==> src/rtl/mm_arbiter.sv <==
// Two-port round-robin arbiter that serialises requests onto the mainmemory
// address-then-write / single-pulse-read protocol, with a read-valid watchdog.
module mm_arbiter #(
    parameter int RD_TIMEOUT = 8
) (
    input  logic         clk,
    input  logic         rst_n,
    input  logic [1:0]   req_valid,
    input  logic [1:0]   req_write,
    input  logic [31:0]  req0_addr,
    input  logic [31:0]  req1_addr,
    input  logic [31:0]  req0_be,
    input  logic [31:0]  req1_be,
    input  logic [255:0] req0_wdata,
    input  logic [255:0] req1_wdata,
    output logic [1:0]   req_ready,
    output logic [1:0]   rsp_done,
    output logic         rsp_err,
    output logic [255:0] rsp_rdata,
    output logic         busy,
    output logic [31:0]  mem_a,
    output logic [31:0]  mem_be,
    output logic [255:0] mem_wd,
    output logic         mem_write,
    output logic         mem_read,
    input  logic [255:0] mem_rd,
    input  logic         mem_valid
);

    localparam int CW = $clog2(RD_TIMEOUT + 1);
    localparam logic [CW-1:0] CNT_LAST = CW'(RD_TIMEOUT - 1);

    typedef enum logic [2:0] {
        S_IDLE,
        S_WR_SETUP,
        S_WR_COMMIT,
        S_RD_ISSUE,
        S_RD_WAIT,
        S_DONE
    } state_t;

    state_t         r_state;
    logic           r_lastGrant;
    logic           r_owner;
    logic [31:0]    r_addr;
    logic [31:0]    r_be;
    logic [255:0]   r_wdata;
    logic [CW-1:0]  r_cnt;

    logic           w_grant;
    logic           w_accept;

    // Contention goes to whichever requester was not served last.
    always_comb begin
        if (req_valid == 2'b11) begin
            w_grant = ~r_lastGrant;
        end else begin
            w_grant = ~req_valid[0];
        end
    end

    assign w_accept = (r_state == S_IDLE) && (req_valid != 2'b00);
    assign busy     = (r_state != S_IDLE);

    always_comb begin
        req_ready = 2'b00;
        if (w_accept) begin
            req_ready = w_grant ? 2'b10 : 2'b01;
        end
    end

    // Memory-side and response outputs are all registered alongside the state.
    always_ff @(posedge clk or negedge rst_n) begin
        if (!rst_n) begin
            r_state     <= S_IDLE;
            r_lastGrant <= 1'b1;
            r_owner     <= 1'b0;
            r_addr      <= '0;
            r_be        <= '0;
            r_wdata     <= '0;
            r_cnt       <= '0;
            rsp_done    <= '0;
            rsp_err     <= 1'b0;
            rsp_rdata   <= '0;
            mem_a       <= '0;
            mem_be      <= '0;
            mem_wd      <= '0;
            mem_write   <= 1'b0;
            mem_read    <= 1'b0;
        end else begin
            rsp_done <= '0;
            rsp_err  <= 1'b0;
            case (r_state)
                S_IDLE: begin
                    if (w_accept) begin
                        r_owner     <= w_grant;
                        r_lastGrant <= w_grant;
                        r_addr      <= w_grant ? req1_addr  : req0_addr;
                        r_be        <= w_grant ? req1_be    : req0_be;
                        r_wdata     <= w_grant ? req1_wdata : req0_wdata;
                        mem_a       <= w_grant ? req1_addr  : req0_addr;
                        if (req_write[w_grant]) begin
                            r_state <= S_WR_SETUP;
                        end else begin
                            mem_read <= 1'b1;
                            r_state  <= S_RD_ISSUE;
                        end
                    end
                end
                S_WR_SETUP: begin
                    mem_write <= 1'b1;
                    mem_be    <= r_be;
                    mem_wd    <= r_wdata;
                    r_state   <= S_WR_COMMIT;
                end
                S_WR_COMMIT: begin
                    mem_write <= 1'b0;
                    mem_be    <= '0;
                    mem_wd    <= '0;
                    rsp_done  <= r_owner ? 2'b10 : 2'b01;
                    r_state   <= S_DONE;
                end
                S_RD_ISSUE: begin
                    mem_read <= 1'b0;
                    r_cnt    <= '0;
                    r_state  <= S_RD_WAIT;
                end
                S_RD_WAIT: begin
                    if (mem_valid) begin
                        rsp_rdata <= mem_rd;
                        rsp_done  <= r_owner ? 2'b10 : 2'b01;
                        r_state   <= S_DONE;
                    end else if (r_cnt == CNT_LAST) begin
                        rsp_rdata <= '0;
                        rsp_err   <= 1'b1;
                        rsp_done  <= r_owner ? 2'b10 : 2'b01;
                        r_state   <= S_DONE;
                    end else begin
                        r_cnt <= r_cnt + CW'(1);
                    end
                end
                S_DONE: begin
                    r_cnt   <= '0;
                    mem_a   <= '0;
                    r_state <= S_IDLE;
                end
                default: begin
                    r_state <= S_IDLE;
                end
            endcase
        end
    end

endmodule

==> config.mk <==
export PLATFORM = sky130hd
export DESIGN_NAME = mm_arbiter
export DESIGN_NICKNAME = d
export VERILOG_FILES = /design/src/rtl/mm_arbiter.sv
export SDC_FILE = /design/constraint.sdc
export NUM_CORES = 1
export LEC_CHECK = 0
export ABC_CLOCK_PERIOD_IN_PS = 2350
export CORE_AREA = 2 2 580 582
export DETAILED_ROUTE_END_ITERATION = 12
export DIE_AREA = 0 0 582 584
export GPL_ROUTABILITY_DRIVEN = 0
export PLACE_DENSITY = 0.34
export SYNTH_ARGS = -nofsm -noshare
export SYNTH_HDL_FRONTEND = slang
export SYNTH_SLANG_ARGS = --single-unit
==> constraint.sdc <==
create_clock -name clk -period 2.35 [get_ports clk]
set_input_delay 0.47 -clock clk [delete_from_list [all_inputs] [get_ports clk]]
set_output_delay 0.47 -clock clk [all_outputs]
set_load 0.005 [all_outputs]
Word-level counts from Yosys, hierarchy flattened --
Cells that the tools add are included.
Storage, ports and cells: bits in registers 878, bits in latches 0, memory bits (writable) 0, ROM bits 0, bits of input ports 903, output and inout bits 584, word-level logic and storage cells 79, memories kept 0
Cells by class: add/sub/neg operators 1, $mul 0, div/mod/pow operators 0, order comparisons 1, equality and inequality tests 12, shift-type cells 0, muxes and demuxes 33, bitwise gates (word level) 2, reduce and logical (&&, ||, !) cells 16
Operators with widths (number):
- two-way mux 256 bit | 3
- one-hot mux 256 bit (2 select lines) | 1
- one-hot mux 32 bit (2 select lines) | 2
- two-way mux 32 bit | 3
- one-hot mux 3 bit (5 select lines) | 1
- two-way mux 2 bit | 6
- nonzero test 2 bit | 6
- two-way mux 3 bit | 3
- two-way mux 1 bit | 8
- two-way mux 4 bit | 2
- inequality test 2 bit, second input constant | 4
- one-hot mux 4 bit (2 select lines) | 1
- AND reduction 2 bit | 4
- equality test 3 x 2 -> 1 bit, second input constant | 2
- equality test 3 bit, second input constant | 2
- AND reduction 3 bit | 2
- adder 4 x 1 -> 4 bit, second input constant | 1
- equality test 4 x 3 -> 1 bit, second input constant | 1
- one-hot mux 1 bit (2 select lines) | 2
- one-hot mux 2 bit (2 select lines) | 1
- equality test 3 x 1 -> 1 bit, second input constant | 1
- zero test 3 bit | 1
- inequality test 3 bit, second input constant | 1
- nonzero test 3 bit | 1
- 5 further kinds | 6

Logic depth before layout (Yosys ltp) --
Gate-level depths: netlist of run 1.
word-level depth 7, depth in mapped cells 8, mapped depth without buffers 5

Worst setup path after synthesis of run 1 --
No wires, ideal clock.
path type register to output, start point register r_state[0], end point output port req_ready[1], arrival time 1.423 ns, path slack 0.457 ns, cell stages (with the launch flop) 7, buffers on the path 3, cells stage by stage dfrtp_1 clkbuf_1 nor3_2 inv_2 nor2_1 buf_2 buf_2
On the way: cells in the longest elaborated chain, start to end 3
Ends and longest elaborated chain:
- start, declared | line 42 | state_t r_state;
- start signal, assigned | line 75 | r_state <= S_IDLE;
- start signal, assigned | line 103 | r_state <= S_WR_SETUP;
- start signal, assigned | line 106 | r_state <= S_RD_ISSUE;
- zero test 3 bit | line 62 | assign w_accept = (r_state == S_IDLE) && (req_valid != 2'b00);
- logical AND 1 bit | line 62
- two-way mux 2 bit | line 67 | if (w_accept) begin
- end, declared | line 16 | output logic [1:0] req_ready,
Every way passes these cells.

Worst setup path after layout of run 1 --
start point register r_state[1], end point output port req_ready[1]
The elaborated chain is that of the path after synthesis.

==> results of run 1 <==
==> layer usage <==
layer / vias up / track usage (%) / wire (um)
met4: 220 / 4.242 / 8198
met2: 1708 / 24.34 / 122700
met5: - / 0 / 1450
li1: 12441 / - / -
met1: 15217 / 15.91 / 94620
met3: 553 / 8.765 / 35500
==> layout make-up <==
type                            count  area, um^2
Fill cell                       36452      274500
Timing Repair Buffer             1675       17070
Inverter                          292        1096
Multi-Input combinational cell    958        8603
Tap cell                         4387        5489
Antenna cell                       45       112.6
Sequential cell                   878       22000
Clock inverter                     45       510.5
Clock buffer                      166        3472
==> per-stage QoR <==
step | power [uW] | setup slack, ps | area, um^2 | setup TNS (ps) | hold slack, ps
2_1_floorplan | 37830 | 456.6 | 32650 | 0 | 174.4
3_3_place_gp | 59450 | -255.9 | 54210 | -28690 | 426.0
3_5_place_dp | 59670 | -291.6 | 54210 | -42460 | 415.8
4_1_cts | 78480 | -413.0 | 58140 | -14800 | 87.89
5_1_grt | 81340 | -364.9 | 58250 | -897.1 | 155.9
6_report | 76870 | -215.1 | 58350 | -477.3 | 202.0
==> power by group through the flow <==
stage               clock (uW)  sequential (uW)  combinational [uW]
detailed placement           0            26300               33400
floorplan                    0            25200               12600
global placement             0            26300               33200
finish                   18900            26200               31800
global route             20200            26900               34300
CTS                      19700            26100               32700
==> Yosys cell counts, types with 2 or more instances <==
cell type,n,area [um^2]
buf_2,134,670.6
clkbuf_1,93,349.1
a32o_1,2,20.02
nor2_1,11,41.29
inv_1,291,1092
a222oi_1,288,2883
o21ai_0,9,45.04
nand2b_1,3,18.77
a22o_1,577,5054
nand2_1,7,26.28
buf_1,2,7.510
a21oi_1,6,30.03
and4b_1,2,20.02
a21o_1,34,255.2
dfrtp_1,877,21950
nor2b_1,3,18.77
==> path summary, 6_finish.rpt <==
path | from | endpoint | cells after the start
setup / recovery | r_state[1] | req_ready[1] | 6
hold / removal | mem_rd[202] | rsp_rdata[202] | 2
setup reg to reg | r_state[1] | r_wdata[249] | 11
hold reg to reg | r_owner | rsp_done[0] | 1
max in group asynchronous | rst_n | rsp_done[0] | 3
min in group asynchronous | rst_n | mem_wd[55] | 2
==> cells by family (layout without fill, tap and decap cells) <==
group	after synthesis	count (layout)
AO/OA/AOI/OAI	924	924
XOR/XNOR	1	1
adder cells (fa/ha/maj)	1	1
buffers and inverters	521	2178
flip-flops	878	878
other	0	45
AND/OR/NAND/NOR	32	32
==> critical path, stage by stage, from the launching register on <==
cell	delay, ps
dfrtp_1	390
nor3_2	230
inv_2	90
buf_6	130
nor2_4	150
buf_12	150
buf_6	100
==> state kept, by name, indices dropped and copies added (netlist names) <==
| register | count |
|---|---|
| r_lastGrant | 1 |
| r_state | 3 |
| mem_a | 32 |
| mem_be | 32 |
| r_cnt | 4 |
| rsp_err | 1 |
| r_be | 32 |
| r_wdata | 256 |
| r_owner | 1 |
| rsp_done | 2 |
| rsp_rdata | 256 |
| mem_write | 1 |
| mem_wd | 256 |
| mem_read | 1 |
==> timing repair <==
item	in CTS	in global routing
gates resized for setup	362	3
pin swaps	198	5
cloned	0	3
endpoints found under the hold margin	12	0
endpoints found under the setup margin	277	292
hold buffers	1	0
setup buffers	16	10
==> results list, run 1 <==
- For this run, the detailed router's first-pass iteration total came to 9.
- Portion of total power attributed to combinational logic: between 40% and 50%
- Relative to the synthesized area, the layout overhead comes to 78.71%.
- Number of hold violations in the final report: 0
- Antenna Violating Nets Remaining: 0
- X dimension of the die: between 500 and 600 um
- The most used flip-flop cell after synthesis is dfrtp_1.
- After floorplanning, the core was sized to cover 0.3329 mm^2.
- Clock period minus worst slack: roughly 2600 ps
- Clock-pin slew was measured on the worst setup and hold paths at around 60 ps.
- In this run switching power makes up between 30 and 40% of total power.
- The final reports fail on setup timing.
* Global router's overall resource usage: 14.79%
- Worst setup slack for register-to-register paths: between 100 and 150 ps
- Clock latency on the worst-skew pair, taken at its later pin, is 840 ps.
- Internal portion of total power: about 48000 uW
- In this run, distinct cell masters in the synthesized netlist total 34.
* Finish-stage setup viols: 3
- Type of element capturing the critical path: primary output
- After layout, the worst setup slack is -215.1 ps.
- Once placement completed, the tool counted placed cells totaling slightly above 8000.
- The critical path in this run is classified as flop to primary output.
- Yosys warnings: 0
- Drt drc: 0
- Counting flops with a built-in enable in the synthesized netlist gives 0.
- Dividing the detail-routed via count by the number of cells gives approximately 3.6.
* Routed wire length: ~260000 um
- Achievable frequency: a little under 0.4 GHz
- The post-route netlist has between 10 and 15% of its cells at a drive strength greater than 1.
- Power per cell area: approximately 1300 mW/mm^2
- The top cell types in the final layout, fill and taps aside, are 1201 x clkdlybuf4s50_1, 858 x dfrtp_1, 577 x a22o_1.
- Crit path required time: approximately 1900 ps
- In the synthesized netlist, mux cells make up 0% of the area.
* Number of sinks handled by clock tree synthesis: 878
- The worst path uses 109.2% of the clock period.
* Ys async rst share: 100.0%
- CTS built an H-tree with a depth of 3.
- The worst setup path is launched from a flop.
* Drt first-iter violations: ~3200
- The first global-routing pass estimated between 300000 and 400000 um of wire.
- For this run the aggregate overflow at the end of global routing stands at 0.
- Total number of vias: 30139
- Summing the areas of all compound-gate instances in the mapped netlist gives around 26% of the synthesized area.
- Largest family of logic cells by synthesized area: compound AO/OA/AOI/OAI gates
- The number of nets in the synthesized netlist is ~3300.
- Tightest Hold Check Type: input pin to flop
* Clock Root Buffer: clkbuf_16
- Clock share of power: approximately 25%
* Syn Std Cell Area: about 0.033 mm^2
* Total of buffers placed on input and output ports: around 1500
* Crit-path max FO: 2
- Arrival time at the worst endpoint: between 2000 and 2500 ps
- Sum of net half-perimeters after detailed placement: about 220000 um
- The die is ~580 um tall.
- After synthesis the netlist holds a flip-flop and latch count of approximately 900.
- Peak ir drop on the vdd network: 0.0006192 V
- Of the total synthesized cell area, the portion taken by XOR and XNOR cells is less than 1%.
- The library cell used most frequently in the layout, excluding fill and tap cells, is clkdlybuf4s50_1.
- Cell count after synthesis: between 2000 and 2500
- The tool flagged a number of max-cap violations equal to 0.
* Num rows: ~210
- Final Net Count: 4832
* Leakage power summed over all cells: 0.02618 uW
- Largest clock skew in the final design: around 77 ps
- For the pin with the worst max-slew slack, the measured transition is between 600 and 700 ps.
- Syn avg cell area: between 10 and 15 um^2
- Largest net degree at the start of global routing: 87
* Slew margin rel.: 55.82%
- Summing the areas of all and, or, nand and nor instances in the mapped netlist gives less than 1% of the synthesized area.
- Starting utilization of the core area: about a tenth
- At the end of the flow the core is filled with cells to 17.53%.
* Number of antenna violations at the first check in global routing: 233
- CTS tree: yes
- The via count of the first global-routing pass came to between 30000 and 40000.
- Psw: ~28000 uW
- Num ports: 1487
* Adder and majority gate portion of the synthesized area: less than 1%
* Routed wire length per instance: 31.08 um
* Number of cells in the finished layout apart from fillers: between 8000 and 9000
- RSZ-0062 raised after global routing: yes
- The clock passes through at most 4 buffers.
* Sequential element share of the synthesized area: 67.30%
- Number of CTS-inserted buffers: between 100 and 150
* Total Die Area: ~0.34 mm^2
- Final count of pins violating max slew: 0
* Fraction of power consumed by sequential logic: ~34%
- Outcome: complete, but fails checks
No activity file was read; power rests on OpenSTA's default activity.
==> run 2, diff against run 1 <==
--- a/config.mk
+++ b/config.mk
@@ -6,11 +6,11 @@
 export NUM_CORES = 1
 export LEC_CHECK = 0
 export ABC_CLOCK_PERIOD_IN_PS = 2350
-export CORE_AREA = 2 2 580 582
+export CORE_AREA = 2 2 585 587
 export DETAILED_ROUTE_END_ITERATION = 12
-export DIE_AREA = 0 0 582 584
+export DIE_AREA = 0 0 587 589
 export GPL_ROUTABILITY_DRIVEN = 0
-export PLACE_DENSITY = 0.34
+export PLACE_DENSITY = 0.33
 export SYNTH_ARGS = -nofsm -noshare
 export SYNTH_HDL_FRONTEND = slang
 export SYNTH_SLANG_ARGS = --single-unit
==> run 2 against run 1 <==
Effect of this change:
- the run still ends with setup timing left
- flip-flop and latch count is the same
- total power rose by 0.55%
- die area grew 1.7%
- combinational power fell by 2%
- first-iteration DRC count decreased by 5.8%
- sequential power hardly changed
- final cell count up 2.1%
- utilization shrank 0.23 points
- register-to-register slack barely moved
- sequential share of layout area shrank 0.18 points
- routed wire length fell by 5.7%
- highest routed layer unchanged
==> results list, run 2 (synthesized netlist as in run 1, its figures left out) <==
- Routed wl met2: 113300 um (-7.7%)
* Internal portion of total power: 49030 uW (+1.1%)
- The met3 wire length was 34850 um (-1.8%).
* Arrival time at the worst endpoint: 1980 ps (-120 ps)
- Global router's overall resource usage: 13.78% (-1.0 points)
- Clock Root Buffer: clkbuf_16
* Total number of vias: 29773 (-1.2%)
* Type of element capturing the critical path: primary output
- Startpoint types: flop
- The number of design-rule violations left by the first detailed-router iteration was 2986 (-5.8%).
- Drt pass-1 iters: 11 (+2)
- The fraction of power consumed by sequential logic was 34.2% (+0.2 points).
- Largest registers: mem_wd x256, r_wdata x256, rsp_rdata x256
- The global-route wire length before repair was 321500 um (-3.6%).
- The share of the clock period used by the worst path after layout was 104.2% (-4.9 points).
- The worst slack at placement is -383.7 ps (-92.02 ps).
* Final Net Count: 4858 (+0.54%)
- The post-CTS clock slew at the launch and capture registers of the worst setup and hold paths came to 60 ps (about the same).
- The cell depth of the worst flop-to-flop path is 6 (-5).
* Outcome: complete, but fails checks
- The via count of the first global-routing pass was 30658 (-0.80%).
- The critical path in this run is classified as flop to primary output.
- Core region area: 0.3390 mm^2 (+1.8%)
- Finish-stage setup viols: 2 (-1)
* Routed wire length per instance: 28.70 um (-7.7%)
- The required arrival time at the worst endpoint was 1880 ps (about the same).
- Tightest Hold Check Type: input pin to flop
* Via density per instance: 3.452 (-3.3%)
* Violations in the final reports: setup timing
* Achievable frequency: 0.4082 GHz (+4.7%)
- Total of buffers placed on input and output ports: 1486 (unchanged)
* Area growth from synthesis to final layout: 79.61%
* Total negative slack for setup checks: -118.6 ps (+358.7 ps)
- Psw: 28260 uW (-0.38%)
- Register area: 0.02200 mm^2 (about the same)
- The total CTS buffers is 120 (-2.4%).
* X dimension of the die: 587 um (+0.86%)
- Share of post-route cells with drive strength above 1: 11.59% (+0.68 points)
* RSZ-0062 raised after global routing: yes
* Overflow left after global routing: 0 (unchanged)
* M1 WL: 93350 um (-1.3%)
- Most used cells in the layout excluding fill and tap cells: 1204 x clkdlybuf4s50_1, 855 x dfrtp_1, 577 x a22o_1
* Crit-path max FO: 2 (unchanged)
- The leakage component of the power is 0.02634 uW (+0.62%).
- The maximum number of pins on one net before global-route repair is 65 (-25%).
* Num rows: 214 (+0.94%)
* Antenna Violating Nets Remaining: 0 (unchanged)
- The starting utilization of the core area came to 9.632% (-0.18 points).
- # Max-Cap Violations: 0 (unchanged)
* Routed wire length: 247500 um (-5.7%)
- Number of hold violations in the final report: 0 (unchanged)
- Num ports: 1487 (unchanged)
- Drt drc: 0 (unchanged)
* Crit path setup slack, layout: -99.77 ps (+115.3 ps)
- Y dimension of the die: 589 um (+0.86%)
- The clock power share was 25.4% (+0.8 points).
- The worst hold path depth is 2 (unchanged).
* Final count of pins violating max slew: 0 (unchanged)
* Sum of net half-perimeters after detailed placement: 205600 um (-4.6%)
- The maximum vdd ir drop came to 0.0007121 V (+15%).
- Clock period minus worst slack: 2450 ps (-115.3 ps)
* CTS tree: yes
- Clock latency of the later-clocked register in the worst-skew pair: 840 ps (about the same)
* Total Die Area: 0.3457 mm^2 (+1.7%)
* Multi-input gate area: 0.008608 mm^2 (about the same)
* Portion of total power attributed to combinational logic: 40.5% (-0.9 points)
- Switching share of power: 36.57% (-0.34 points)
- Number of antenna violations at the first check in global routing: 178 (-24%)
- The actual slew at the worst max-slew pin came to 795.6 ps (+132.9 ps).
- The worst clock skew was 47.30 ps (-29.24 ps).
* Total of fill cells in the finished design: 37350 (+2.5%)
* Uppermost layer routed: met5
* Share of the core filled with cells: 17.30% (-0.23 points)
- Number of buffers on the longest clock path: 4 (unchanged)
* Power per cell area: 1318 mW/mm^2 (about the same)
- Most common library cell in the layout ignoring fill and taps: clkdlybuf4s50_1
* Slew margin rel.: 46.96% (-8.9 points)
- The TritonCTS sink count is 878 (unchanged).
- The H-tree depth came to 3 (unchanged).
run 2: final timing paths:
path                        startpoint  slack [ps]             end
max in group asynchronous        rst_n        1190    r_wdata[115]
min reg2reg                    r_owner         430     rsp_done[0]
max reg2reg                 r_state[1]         150  rsp_rdata[130]
min                        mem_rd[109]         220  rsp_rdata[109]
min in group asynchronous        rst_n         320  rsp_rdata[252]
max                         r_state[1]        -100            busy
run 2: per-stage QoR:
step	power, uW	hold WS (ps)	area, um^2	instances
2_1_floorplan	37830	174.4	32650	2357
3_3_place_gp	59640	417.8	54490	8349
3_5_place_dp	59660	418.8	54490	8349
4_1_cts	78990	97.07	58520	8583
5_1_grt	81840	137.2	58550	8590
6_report	77290	218.4	58640	8626
run 2: per-layer routing:
layer,up-vias,GRT usage (%)
met5,-,0
met4,128,2.830
li1,12493,-
met1,15075,15.63
met2,1694,22.23
met3,383,8.100
run 2: cell type report:
type,count,share of cell area [%]
multi-input cells,958,14.68
flip-flops and latches,878,37.52
repair buffers,1704,28.96
well taps,4536,9.678
diodes,43,0.1835
inverters,292,1.869
clock inverters,53,1.265
clock buffers,162,5.853
run 2: power by group through the flow:
stage | clock network (uW) | logic (uW) | registers (uW)
global placement | 0 | 33000 | 26600
global route | 21000 | 33800 | 27100
detailed placement | 0 | 33100 | 26600
CTS | 20400 | 32200 | 26400
floorplan | 0 | 12600 | 25200
finish | 19600 | 31300 | 26400
run 2: worst max-delay path, stage by stage (launching register included):
cell	delay, ps
dfrtp_1	410
nor3_4	210
inv_2	100
buf_6	140
buf_6	120
buf_12	140
run 2: what timing repair did:
item | in CTS | in global routing
hold endpoints to repair | 44 | 0
resized for setup | 309 | 4
hold buffers | 1 | 0
setup endpoints to repair | 271 | 7
buffers inserted | 19 | 0
pin swaps | 3 | 2
